## config.mk

```make
export PLATFORM = sky130hd
export DESIGN_NAME = cfu_cmd_sequencer
export DESIGN_NICKNAME = d
export VERILOG_FILES = /design/src/rtl/cfu_pkg.sv /design/src/rtl/cfu_cmd_sequencer.sv
export SDC_FILE = /design/constraint.sdc
export NUM_CORES = 1
export LEC_CHECK = 0
export ABC_AREA = 1
export CORE_AREA = 2 2 101 103
export CTS_CLUSTER_DIAMETER = 200
export DETAILED_ROUTE_END_ITERATION = 10
export DIE_AREA = 0 0 103 105
export HOLD_SLACK_MARGIN = 0.08
export PLACE_DENSITY = 0.78
export SLEW_MARGIN = 20
export SYNTH_ARGS = -nofsm -noshare
export SYNTH_HDL_FRONTEND = slang
export SYNTH_SLANG_ARGS = --single-unit
```

## constraint.sdc

```tcl
create_clock -name clk -period 2.4 [get_ports clk]
set_clock_uncertainty 0.2 [all_clocks]
set_input_delay 0.36 -clock clk [delete_from_list [all_inputs] [get_ports clk]]
set_output_delay 0.36 -clock clk [all_outputs]
set_load 0.02 [all_outputs]
```

## src/rtl/cfu_pkg.sv

```systemverilog
// Shared definitions for the CFU command sequencer.
//   op_e    : decoded command class (funct3 0..3, everything else illegal)
//   bus_e   : datapath bus source select codes
//   state_e : sequencer FSM states
package cfu_pkg;

   typedef enum logic [2:0] {
      OP_CSR = 3'd0,
      OP_ALU = 3'd1,
      OP_MUL = 3'd2,
      OP_ACC = 3'd3,
      OP_ILL = 3'd4
   } op_e;

   typedef enum logic [1:0] {
      BUS_NONE = 2'b00,
      BUS_ALU  = 2'b01,
      BUS_MUL  = 2'b10,
      BUS_ACC  = 2'b11
   } bus_e;

   typedef enum logic [1:0] {
      IDLE = 2'd0,
      EXEC = 2'd1,
      WB   = 2'd2,
      RESP = 2'd3
   } state_e;

   function automatic op_e decode_op(input logic [2:0] funct3);
      op_e op;
      case (funct3)
         3'd0:    op = OP_CSR;
         3'd1:    op = OP_ALU;
         3'd2:    op = OP_MUL;
         3'd3:    op = OP_ACC;
         default: op = OP_ILL;
      endcase
      return op;
   endfunction

   function automatic bus_e op_to_bus(input op_e op);
      bus_e b;
      case (op)
         OP_ALU:  b = BUS_ALU;
         OP_MUL:  b = BUS_MUL;
         OP_ACC:  b = BUS_ACC;
         default: b = BUS_NONE;
      endcase
      return b;
   endfunction

endpackage

```

## src/rtl/cfu_cmd_sequencer.sv

```systemverilog
// CFU command sequencer: accepts one CFU command at a time, decodes it and
// sequences the datapath (bus select, ALU controls, register-file writeback)
// before returning a single response.
//   clk, reset                 : clock, asynchronous active-low reset
//   cmd_*                      : command handshake + function_id/operands
//   rsp_*                      : response handshake + 32-bit payload
//   reg_op0/op1/wb_sel,reg_load: register-file selects and writeback strobe
//   bus_sel, alu_*             : datapath controls held during EXEC/WB
//   vtype, vlen, vlmul         : vector CSR state written by CSR commands
//   acc_out                    : accumulator value returned by ACC commands
//   busy                       : high whenever the FSM is not IDLE
module cfu_cmd_sequencer
   import cfu_pkg::*;
#(
   parameter int unsigned MUL_LAT  = 2,
   parameter int unsigned VLEN_MAX = 32
) (
   input  logic        clk,
   input  logic        reset,
   input  logic        cmd_valid,
   output logic        cmd_ready,
   input  logic [9:0]  cmd_payload_function_id,
   input  logic [31:0] cmd_payload_inputs_0,
   input  logic [31:0] cmd_payload_inputs_1,
   output logic        rsp_valid,
   input  logic        rsp_ready,
   output logic [31:0] rsp_payload_outputs_0,
   output logic [4:0]  reg_op0_sel,
   output logic [4:0]  reg_op1_sel,
   output logic [4:0]  reg_wb_sel,
   output logic        reg_load,
   output logic [1:0]  bus_sel,
   output logic [1:0]  alu_mode,
   output logic        alu_op1_sel,
   output logic [7:0]  alu_imm,
   output logic [31:0] vtype,
   output logic [5:0]  vlen,
   output logic [2:0]  vlmul,
   input  logic [7:0]  acc_out,
   output logic        busy
);

   state_e     state, state_nxt;
   op_e        cmd_op, op_q;
   bus_e       bus_c;
   logic [3:0] cnt;
   logic [6:0] funct7;
   logic [5:0] vlen_new;
   logic       accept;
   logic       unused_funct7_hi;

   assign funct7           = cmd_payload_function_id[9:3];
   assign cmd_op           = decode_op(cmd_payload_function_id[2:0]);
   assign accept           = cmd_valid & cmd_ready;
   assign unused_funct7_hi = ^funct7[6:3];

   // Any value above VLEN_MAX (including all-ones) clamps to VLEN_MAX.
   assign vlen_new = (cmd_payload_inputs_1 > 32'(VLEN_MAX)) ? 6'(VLEN_MAX)
                                                           : cmd_payload_inputs_1[5:0];

   assign vlmul   = vtype[2:0];
   assign busy    = (state != IDLE);
   assign bus_sel = bus_c;

   always_ff @(posedge clk or negedge reset) begin
      if (!reset) state <= IDLE;
      else        state <= state_nxt;
   end

   always_comb begin
      state_nxt = state;
      cmd_ready = 1'b0;
      rsp_valid = 1'b0;
      reg_load  = 1'b0;
      bus_c     = BUS_NONE;
      case (state)
         IDLE: begin
            cmd_ready = 1'b1;
            if (cmd_valid) begin
               if (cmd_op == OP_CSR || cmd_op == OP_ILL) state_nxt = RESP;
               else                                      state_nxt = EXEC;
            end
         end
         EXEC: begin
            bus_c = op_to_bus(op_q);
            if (cnt == 4'd1) state_nxt = WB;
         end
         WB: begin
            bus_c     = op_to_bus(op_q);
            reg_load  = (op_q != OP_ACC);
            state_nxt = RESP;
         end
         RESP: begin
            rsp_valid = 1'b1;
            if (rsp_ready) state_nxt = IDLE;
         end
         default: state_nxt = IDLE;
      endcase
   end

   always_ff @(posedge clk or negedge reset) begin
      if (!reset) begin
         op_q                  <= OP_CSR;
         cnt                   <= '0;
         vtype                 <= '0;
         vlen                  <= '0;
         rsp_payload_outputs_0 <= '0;
         reg_op0_sel           <= '0;
         reg_op1_sel           <= '0;
         reg_wb_sel            <= '0;
         alu_mode              <= '0;
         alu_op1_sel           <= 1'b0;
         alu_imm               <= '0;
      end else begin
         case (state)
            IDLE: begin
               if (accept) begin
                  op_q <= cmd_op;
                  // Illegal commands leave every select/CSR untouched.
                  if (cmd_op != OP_ILL) begin
                     reg_op0_sel <= cmd_payload_inputs_0[4:0];
                     reg_op1_sel <= cmd_payload_inputs_0[12:8];
                     reg_wb_sel  <= cmd_payload_inputs_0[20:16];
                     alu_mode    <= funct7[1:0];
                     alu_op1_sel <= funct7[2];
                     alu_imm     <= cmd_payload_inputs_1[7:0];
                  end
                  case (cmd_op)
                     OP_CSR: begin
                        vtype                 <= cmd_payload_inputs_0;
                        vlen                  <= vlen_new;
                        rsp_payload_outputs_0 <= {26'b0, vlen_new};
                     end
                     OP_ILL:  rsp_payload_outputs_0 <= '1;
                     OP_MUL:  cnt <= 4'(MUL_LAT);
                     default: cnt <= 4'd1;
                  endcase
               end
            end
            EXEC: cnt <= cnt - 4'd1;
            WB: begin
               if (op_q == OP_ACC) rsp_payload_outputs_0 <= {24'b0, acc_out};
               else                rsp_payload_outputs_0 <= '0;
            end
            default: ;
         endcase
      end
   end

endmodule

```

==> impl_metrics.toml, run 1 <==
[die]
fp.dieArea_sq_um = 10820
die_x_microns = 103
rows = 36
initial_utilization_pct = 39.54
core-area_sq_um = 9639
ioPinCount = 191
die_h_microns = 105

[critical_path]
rr_endpoint = "reg_wb_sel[3]"
cp_slowest_stage_delay_ps = 420
crit_slowest_cell = "dfrtp_1"
ff2ff_path_depth = 6
crit_path_end_kind = "output pin"
arrival_ps = 1690
startpoint = "state[0]"
crit_family = "buffers and inverters"
required_ps = 1840
crit_buf_inv = 3
rrSetupSlack_ps = 410
critPathKind = "flip-flop to output pin"
timing.critical_path.cells = "inv_1, ha_1, inv_2, a31oi_1, dlygate4sd2_1"
r2r_start = "state[0]"
start_kind = "flip-flop"
cp_max_fo = 9

[global_route]
antenna_found_initial = 0
grt-ovfl-total = 0
grt_max_degree = 44
grt_pass1_vias = 3412
grt_pass1_wl_microns = 16150
grt_usage_pct = 18.99

[final_layout]
n_fill_cell = 853
drive_gt1_share_pct = 5.788
finalNetCount = 710
num_antenna_cells = 0
area_delta_synth_final_pct = 53.41

[logic_synthesis]
syn-cell-area_sq_um = 3811
synth_cells = 452
syn-num-nets = 544
synthFlopType = "dfrtp_1"
synthArstFlopShare_pct = 100.0
synth_largest_area_cell = "dfrtp_1"
synth-seq-cells = 82
synth.distinct_cells = 27
synthTopCellsByArea = "dfrtp_1 54%, nand2_1 14%, o21ai_0 5.5%, buf_4 5.3%, nor2_1 4.5%"
synth_edf_count = 0
synth_top_cell_area_share_pct = 53.84
yosysSeqAreaShare_pct = 53.84
synth.most_common_cell = "nand2_1"
post_synth.cell_area_avg_sq_um = 8.432
yosysWarningCount = 0
synth_common_cells = "146 x nand2_1, 82 x dfrtp_1, 46 x nor2_1"

[detailed_routing]
wl_met1_microns = 4317
via_count = 3456
drc = 0
postRouteAntennaNets = 0
wl_per_cell_microns = 13.68
wirelength_microns = 10330
wl_met3_microns = 803
top_layer_used = "met4"
drt_iter0_markers = 129
wl_met2_microns = 5095
routed_via_density = 4.577
firstDrtPassIters = 4

[clocking]
clock_latency_ps = 350
cts_tree = "yes"
cts_setup_buffers = 0
htreeDepth = 3
cts.clk_slew.worst_paths_ps = 80
cts_made_buffers = 9
root_buffer = "clkbuf_8"
cts_buffer_depth = 2
cts.sinks = 82

[timing]
setup_tns_ps = 0
fmax_mhz = 444.3
slew_headroom_pct = 56.49
hold_slack_ps = 280.5
setup_viol = 0
worst_pin_slew_ps = 651.8
drv_slew = 0
min_period_ps = 2251
rsz0062_at_grt = "false"
hold_viol_final = 0
fin_crit_sh_pct = 93.77

[placed_design]
io_buffers = 186
hpwl_microns = 7863
gp_congestion = 0.7746

[run_status]
outcome = "completed"

[min_path]
hp-start = "alu_imm[0]"
worstHoldPathCells = 2
hold_path.class = "flip-flop to flip-flop"
hold_path_end = "alu_imm[0]"

[power_and_ir_drop]
vdd_drop_max_uv = 497.0
p_leak_nw = 2.716
p_per_area_nw_per_um2 = 1251

[flow_run]
drv_cap = 0
[logic make-up (layout without fill, tap and decap cells)]
family / count (synthesis) / after routing / share of synthesized area [%]
simple gates: 217 / 217 / 22.92
flops: 82 / 82 / 53.84
buf+inv: 75 / 245 / 10.77
compound gates: 69 / 69 / 9.751
fa+ha+maj: 6 / 6 / 1.970
xor+xnor: 2 / 2 / 0.4597
mux: 1 / 1 / 0.2954
[sequential cells by signal, indices dropped and copies added, names as in the netlist]
register	flops
vtype	32
rsp_payload_outputs_0	9
alu_imm	8
vlen	6
reg_op0_sel	5
reg_op1_sel	5
reg_wb_sel	5
cnt	4
op_q	3
alu_mode	2
state	2
alu_op1_sel	1
[area by class of cell]
cell class	instances	area (sq um)	share of cell area, %
clock inverters	6	91.34	1.562
repair buffers	193	1924	32.91
inverters	37	138.9	2.375
clock buffers	9	123.9	2.119
multi-input cells	295	1349	23.07
flip-flops and latches	82	2053	35.12
well taps	133	166.4	2.846
[worst max path at each step]
stage | end | slack (ps) | cells past startpoint
after floorplan | rsp_payload_outputs_0[30] | 410 | 7
after global placement | reg_load | 250 | 5
after detailed placement | reg_load | 240 | 5
after CTS | cmd_ready | 50 | 3
after global routing | reg_load | 30 | 5
final | reg_load | 150 | 5
[tightest hold or removal path, delay by kind of cell, from the launching register on]
family           cells  cell delay [ps]
DFF                  1              350
and+or+nand+nor      2              100
[layout by cell type, fill, tap and decap left out, types with 2 or more instances in the layout]
master           netlist  final
clkinv_4               0      2
inv_2                  4      4
inv_1                 33     33
o21ai_1                4      4
dfrtp_1               82     81
a31oi_1                2      2
a21oi_1               16     16
nand2_1              146    146
nand3_1               13     13
bufinv_16              0      2
nand4_1                5      5
xor2_1                 2      2
nand3_2                2      2
buf_4                 27      6
o21ai_0               42     42
dlygate4sd2_1          0      4
nor2_2                 2      2
o21ai_2                2      2
nor2_1                46     46
ha_1                   6      6
clkbuf_8               0      9
clkdlybuf4s50_1        0    180
[through the flow]
stage	setup slack (ps)	instance area, sq um	utilization [%]	std cells	power (W)
floorplan	413.3	3811	-	452	0.004543
detailed placement	236.3	5623	58.33	739	0.006283
global route	25.65	5847	60.66	755	0.007737
CTS	53.16	5844	60.63	755	0.007379
global placement	253.3	5623	58.33	739	0.006165
finish	149.5	5847	60.66	755	0.007314
[metal layers]
layer  up-vias  track usage, %
li1       1730               -
met1      1593           22.74
met2       124           32.19
met3         9           6.087
met4         0           5.639
met5         -               0
[power by group]
group / total [W] / switching (W) / internal (W) / leakage [nW]
Sequential: 0.00236 / 0.000391 / 0.00196 / 1.03
Combinational: 0.00385 / 0.00206 / 0.00179 / 1.58
Clock: 0.00110 / 0.000517 / 0.000586 / 0.110
[repair_timing]
item / 4_1_cts / 5_1_grt
setup endpoints to repair: 28 / 1
pin swaps: 0 / 0
endpoints found under the hold margin: 40 / 0
hold buffers: 1 / 0
resized for setup: 5 / 1
No activity file was read; power rests on OpenSTA's default activity.
==> inputs of run 2 (changes only) <==
--- a/config.mk
+++ b/config.mk
@@ -6,12 +6,13 @@
 export NUM_CORES = 1
 export LEC_CHECK = 0
 export ABC_AREA = 1
-export CORE_AREA = 2 2 101 103
+export CORE_AREA = 8 8 107 109
 export CTS_CLUSTER_DIAMETER = 200
 export DETAILED_ROUTE_END_ITERATION = 10
-export DIE_AREA = 0 0 103 105
+export DIE_AREA = 0 0 115 117
 export HOLD_SLACK_MARGIN = 0.08
 export PLACE_DENSITY = 0.78
+export REMOVE_ABC_BUFFERS = 1
 export SLEW_MARGIN = 20
 export SYNTH_ARGS = -nofsm -noshare
 export SYNTH_HDL_FRONTEND = slang
==> run 2 against run 1 <==
Effect of this change:
- register-to-register slack worse by 90 ps
- cell area rose by 0.21%
- sequential power barely moved
- first-iteration DRC count grew 58%
- clock-buffer cell count rose by 2
- total power up 0.59%
- critical endpoint is now cmd_ready
- largest cell class unchanged
- largest power group unchanged
==> impl_metrics.toml, run 2 (synthesis gave the netlist of run 1 again) <==
[run_status]
outcome = "completed"

[clocking]
cts_tree = "yes"
cts_made_buffers = 9
htreeDepth = 3
cts_buffer_depth = 2
cts.sinks = 82
root_buffer = "clkbuf_8"
cts.clk_slew.worst_paths_ps = 80
clock_latency_ps = 340

[power_and_ir_drop]
netSwitchingFraction_pct = 40.25
p_per_area_nw_per_um2 = 1256
p_int_w = 0.004396
p_clk_share_pct = 15.1
seqPwrFrac_pct = 31.8
p_leak_nw = 2.702
p_switching_w = 0.002961
combPwrFrac_pct = 53.1
vdd_drop_max_uv = 805.8

[detailed_routing]
routed_via_density = 4.644
drt_iter0_markers = 204
firstDrtPassIters = 4
wl_per_cell_microns = 14.71
postRouteAntennaNets = 0
via_count = 3520
drc = 0
wirelength_microns = 11150

[die]
core-area_sq_um = 9907
die_x_microns = 115
rows = 37
die_h_microns = 117
fp.dieArea_sq_um = 13460
ioPinCount = 191
initial_utilization_pct = 38.47

[final_layout]
fin_area_sq_um = 5859
num_antenna_cells = 0
n_fill_cell = 909
area_delta_synth_final_pct = 53.74
fin_util_pct = 59.14
layout_common_cells = "181 x clkdlybuf4s50_1, 146 x nand2_1, 81 x dfrtp_1, 46 x nor2_1, 42 x o21ai_0"
drive_gt1_share_pct = 5.788
multi_input_comb_area_sq_um = 1349
largest_register_ff_count = 32
register_area_sq_um = 2053
largestRegisters = "vtype x32, rsp_payload_outputs_0 x9, alu_imm x8"
top_register = "vtype"
final_common_cell = "clkdlybuf4s50_1"
finalNetCount = 710

[critical_path]
start_kind = "flip-flop"
required_ps = 1840
crit_slowest_cell = "clkdlybuf4s50_1"
cp_max_fo = 4
critPathKind = "flip-flop to output pin"
crit_path_end_kind = "output pin"
timing.critical_path.cells = "inv_1, ha_1, clkdlybuf4s50_1"
crit_buf_inv = 2
cp_slowest_stage_delay_ps = 630
arrival_ps = 1700
crit_family = "buffers and inverters"

[placed_design]
io_buffers = 186
hpwl_microns = 8803
dp_slack_ps = 215.8
gp_congestion = 0.8245
post_dp_cell_area_sq_um = 5627

[timing]
fin_crit_sh_pct = 94.05
rsz0062_at_grt = "false"
worst_pin_slew_ps = 655.9
setup_tns_ps = 0
fin_ws_ps = 142.8
drv_slew = 0
setup_viol = 0
slew_headroom_pct = 56.21
hold_viol_final = 0
fmax_mhz = 443.0
min_period_ps = 2257

[global_route]
grt_usage_pct = 16.30
grt_pass1_wl_microns = 17230
grt_max_degree = 46
antenna_found_initial = 0
grt-ovfl-total = 0
grt_pass1_vias = 3565

[flow_run]
drv_cap = 0

[min_path]
hold_path.class = "flip-flop to flip-flop"
-- run 2: worst reg2reg max path, stage by stage, from the launching register on --
cell and delay (ps):
dfrtp_1 410, inv_1 80, ha_1 240, buf_4 170, nand2_2 120, nor2_2 60, inv_2 480, o21ai_0 170
-- run 2: worst paths after layout --
path                            start  slack [ps]  cells after the start                   endpoint
max                          state[0]         140                      3                  cmd_ready
min                        alu_imm[3]         280                      2                 alu_imm[3]
max reg2reg                  state[0]         320                      7              reg_wb_sel[0]
min reg2reg                alu_imm[3]         280                      2                 alu_imm[3]
max in group asynchronous       reset        1030                      3  rsp_payload_outputs_0[30]
min in group asynchronous       reset         340                      2             reg_op1_sel[1]
-- run 2: power groups by stage --
stage,Clock (W),Sequential (W),Combinational [W]
3_3_place_gp,0,0.00233,0.00389
6_report,0.00111,0.00234,0.00391
5_1_grt,0.00121,0.00242,0.00421
4_1_cts,0.00115,0.00235,0.00396
2_1_floorplan,0,0.00318,0.000972
3_5_place_dp,0,0.00237,0.00396
-- run 2: routing by layer --
layer  routed length, microns  GRT usage (%)  up-vias
met2                     5249          26.38      140
met3                      949          5.593       19
met5                        0              0        -
met1                     4686          19.26     1631
met4                      267          7.443        0
li1                         -              -     1730
-- run 2: stage by stage --
step / instances / total power, W / hold slack [ps]
floorplan: 414 / 0.004152 / -135.6
global placement: 742 / 0.006214 / 152.4
detailed placement: 742 / 0.006325 / 164.5
CTS: 758 / 0.007463 / 284.0
global route: 758 / 0.007833 / 304.0
finish: 758 / 0.007357 / 276.6
-- run 2: repair_timing --
action / 4_1_cts / 5_1_grt
hold endpoints to repair: 37 / 0
endpoints found under the setup margin: 28 / 0
gates resized for setup: 5 / 0
hold buffers: 1 / 0
setup buffers: 0 / 0
-- run 2: layout make-up --
type | count | area share [%]
timing repair buffer | 193 | 32.80
clock inverter | 4 | 1.281
multi-input combinational | 295 | 23.02
clock buffer | 11 | 2.584
inverter | 37 | 2.370
sequential | 82 | 35.04
tap | 136 | 2.904
==> RTL edit 1 (flow settings as in run 1) <==
Set the parameter `VLEN_MAX` to 24 (it was 32).
--- a/src/rtl/cfu_cmd_sequencer.sv
+++ b/src/rtl/cfu_cmd_sequencer.sv
@@ -15,3 +15,3 @@
    parameter int unsigned MUL_LAT  = 2,
-   parameter int unsigned VLEN_MAX = 32
+   parameter int unsigned VLEN_MAX = 24
 ) (
Check against the original RTL: not equivalent (Yosys sat finds a counterexample within 4 cycles, from zero or initial values and one cycle with reset low).
==> RTL edit 1 against run 1 <==
- clock power down 16%
- sequential cell count unchanged
- largest cell class unchanged
- wire length down 4.5%
- design area down 0.21%
- die area unchanged
- synthesized area up 0.66%
- worst setup slack worse by 5.2 ps
- combinational power up 4%
- total power about the same
- first-iteration DRC count up 14%
==> RTL edit 1: results (changes against run 1) <==
metal1 wirelength=4090 um (-5.3%); sequential share of the synthesized area=0.535 (-0.00351); share of cells above drive strength 1=0.0743 (+0.0164); Synth top cells by count=149 x nand2_1, 82 x dfrtp_1, 41 x inv_1; Internal Pwr Total=4.30 mW (-0.94%); r2r setup slk=270 ps (-140 ps); total placed instance area=5650 sq um (+0.45%); met2 Use GR=0.316 (-0.00603); mux share of post-synthesis cell area=0 (-0.00295); Max Clk Rate=443 MHz (-0.23%); drt total wl=9860 um (-4.5%); final hold slack=275 ps (-5.55 ps); Met3 Routed Length=712 um (-11%); HPWL Detailed=7570 um (-3.7%); worst hold endpoint=vlen[5]$_DFFE_PN0P_; CP max FO=3 (-6); hold path start=vlen[5]$_DFFE_PN0P_; status=complete, no violations; met2 routed WL=4900 um (-3.9%); CP endpoint=bus_sel[1]; grt met1 use=0.225 (-0.00196); post-synthesis adder-cell area fraction=0.0196 (-0.000128); nets=706 (-0.56%); Net Count, Synth=539 (-0.92%); Max VDD drop=0.652 mV (+31%); worst-margin pin slew=603 ps (-48.7 ps); Leak=2.74 nW (+0.92%); vias per cell=4.59 (+0.25%); met3 Track Usage GR=0.0388 (-0.0221); Synth Area in Compound Gates=0.0952 (-0.00227)
RTL edit 1: power by group through the flow:
stage / Sequential [mW] / Clock, mW / Combinational (mW)
floorplan: 3.08 / 0 / 1.61
global placement: 2.36 / 0 / 3.99
detailed placement: 2.40 / 0 / 4.08
CTS: 2.37 / 0.948 / 4.07
global route: 2.45 / 1.00 / 4.37
finish: 2.37 / 0.921 / 4.02
RTL edit 1: layout make-up:
type,instances,area share
Inverter,45,0.0292
Sequential cell,82,0.352
Tap cell,133,0.0285
Clock inverter,4,0.00450
Clock buffer,12,0.0266
Multi-Input combinational cell,281,0.223
Timing Repair Buffer,195,0.336
RTL edit 1: repair_timing:
item,in CTS,in global routing
resized for setup,4,5
hold endpoints to repair,37,0
pin swaps,0,0
setup endpoints to repair,4,7
hold buffers,1,0
RTL edit 1: critical path, cell delays in order, from the launching register on:
cell and delay, ps:
dfrtp_1 380, inv_1 90, ha_1 280, inv_1 60, nor3_1 180, dlygate4sd2_1 370
==> RTL edit 2 (settings of run 1) <==
Without the edit above. The 5 values of `op_e` get a Gray code encoding in 3 bits.
--- a/src/rtl/cfu_pkg.sv
+++ b/src/rtl/cfu_pkg.sv
@@ -7,7 +7,7 @@
    typedef enum logic [2:0] {
-      OP_CSR = 3'd0,
-      OP_ALU = 3'd1,
-      OP_MUL = 3'd2,
-      OP_ACC = 3'd3,
-      OP_ILL = 3'd4
+      OP_CSR = 3'b000,
+      OP_ALU = 3'b001,
+      OP_MUL = 3'b011,
+      OP_ACC = 3'b010,
+      OP_ILL = 3'b110
    } op_e;
Function: no difference found for any inputs over 4 cycles, from zero or initial values and one cycle with reset low; so few cycles prove little.
==> RTL edit 2 against run 1 <==
- sequential share of layout area is 0.53 points lower
- total power rose by 1.7%
- wire length rose by 3.0%
- worst setup slack worse by 6.2 ps
- sequential cell count stayed put
- synthesized area is 1.7% higher
- largest power group unchanged
- design area increased by 1.5%
==> RTL edit 2: results (changes against run 1) <==
status=complete, no violations; CP max-delay cell=dfrtp_1; placed cell count=708 (-4.2%); power share of the sequential group=0.315 (-0.007); number of global-route vias before repair=3544 (+3.9%); Worst Hold Class=register to register; sequential share of the synthesized area=0.529 (-0.00904); worst skew pair latency=350 ps (about the same); global-route wire length before repair=17100 um (+6.0%); drt first-iter violations=147 (+14%); Leak=2.69 nW (-0.95%); Worst path max stage delay=410 ps; pin count of the biggest net entering global routing=50 (+14%); Min-Delay Path Depth=2 (unchanged); CTS root buffer=clkbuf_8; sequential cell area=2050 sq um (unchanged); CP max FO=4 (-5); synth warn=0 (unchanged); Yosys cell types=31 (+15%); relative slew slack=0.572 (+0.00698); Post-Place Setup Slack=197 ps (-39.0 ps); all-layer global routing usage=0.202 (+0.0122); Max VDD drop=0.574 mV (+16%); Setup Buffers After CTS=0 (unchanged); drt total wl=10600 um (+3.0%); Filler Cell Count=840 (-1.5%); clock buffer depth=2 (unchanged); total placed instance area=5730 sq um (+1.8%); share of cells above drive strength 1=0.111 (+0.0536); Port Buffer Count=186 (unchanged); share of flip-flops with an asynchronous set or reset=1.00 (unchanged); total number of vias=3414 (-1.2%); H-tree Lvls=3 (unchanged); Synth top cells by count=127 x nand2_1, 82 x dfrtp_1, 49 x nor2_1; antenna violations before repair=0 (unchanged); Net Count, Synth=509 (-6.4%); switch share=0.406 (about the same); First-pass DRT Iterations=5 (+1); HPWL Detailed=8160 um (+3.7%); worst r2r path cells=9 (+3); combinational power share=0.547 (+0.020); Net Switching=3.02 mW (+1.6%); Synth area leaders=dfrtp_1 53%, nand2_1 12%, mux2_2 5.5%; placer congestion estimate=0.780 (+0.70%); Worst-path clk slew=roughly 90 ps; nets=679 (-4.4%); Post-Synthesis Cells=417 (-7.7%); non-filler instance count after layout=725 (-4.0%)
RTL edit 2: cell types whose count changed in the layout (fill, tap and decap cells not counted), sizes merged, moves of 2 or more:
cell,change
a21oi,+5
a31oi,-2
buf,+2
inv,-13
mux2,+24
nand2,-16
nand3,-5
nor2,+5
nor3,+3
o21ai,-36
RTL edit 2: final timing paths:
kind | from | end | slack [ps]
min in group asynchronous | reset | vlen[5]$_DFFE_PN0P_ | 380
setup reg to reg | state[0]$_DFFE_PN0P_ | vtype[28]$_DFFE_PN0P_ | 290
setup / recovery | state[1]$_DFFE_PN0P_ | bus_sel[1] | 140
hold / removal | vtype[27]$_DFFE_PN0P_ | vtype[27]$_DFFE_PN0P_ | 290
hold reg to reg | vtype[27]$_DFFE_PN0P_ | vtype[27]$_DFFE_PN0P_ | 290
max in group asynchronous | reset | vtype[12]$_DFFE_PN0P_ | 910
RTL edit 2: metal layers:
metal,global-route usage,up-vias,wire (um)
met3,0.0508,12,777
met2,0.356,119,5420
met4,0.0714,0,159
met1,0.234,1640,4280
met5,0,-,0
li1,-,1643,-
RTL edit 2: cell type report:
class / count / area share
clock buffers: 9 / 0.0209
repair buffers: 195 / 0.329
well taps: 133 / 0.0280
clock inverters: 7 / 0.0131
inverters: 23 / 0.0145
multi-input cells: 276 / 0.249
flip-flops and latches: 82 / 0.346
RTL edit 2: cells by family after synthesis:
group                    synth area share
AO/OA/AOI/OAI                      0.0507
XOR/XNOR                          0.00452
adder cells (fa/ha/maj)            0.0194
buffers and inverters              0.0894
flip-flops                          0.529
multiplexers                       0.0784
AND/OR/NAND/NOR                     0.228
RTL edit 2: repair_timing:
action | 4_1_cts | 5_1_grt
gates resized for setup | 5 | 1
hold buffers | 1 | 0
setup endpoints to repair | 28 | 1
endpoints found under the hold margin | 47 | 0
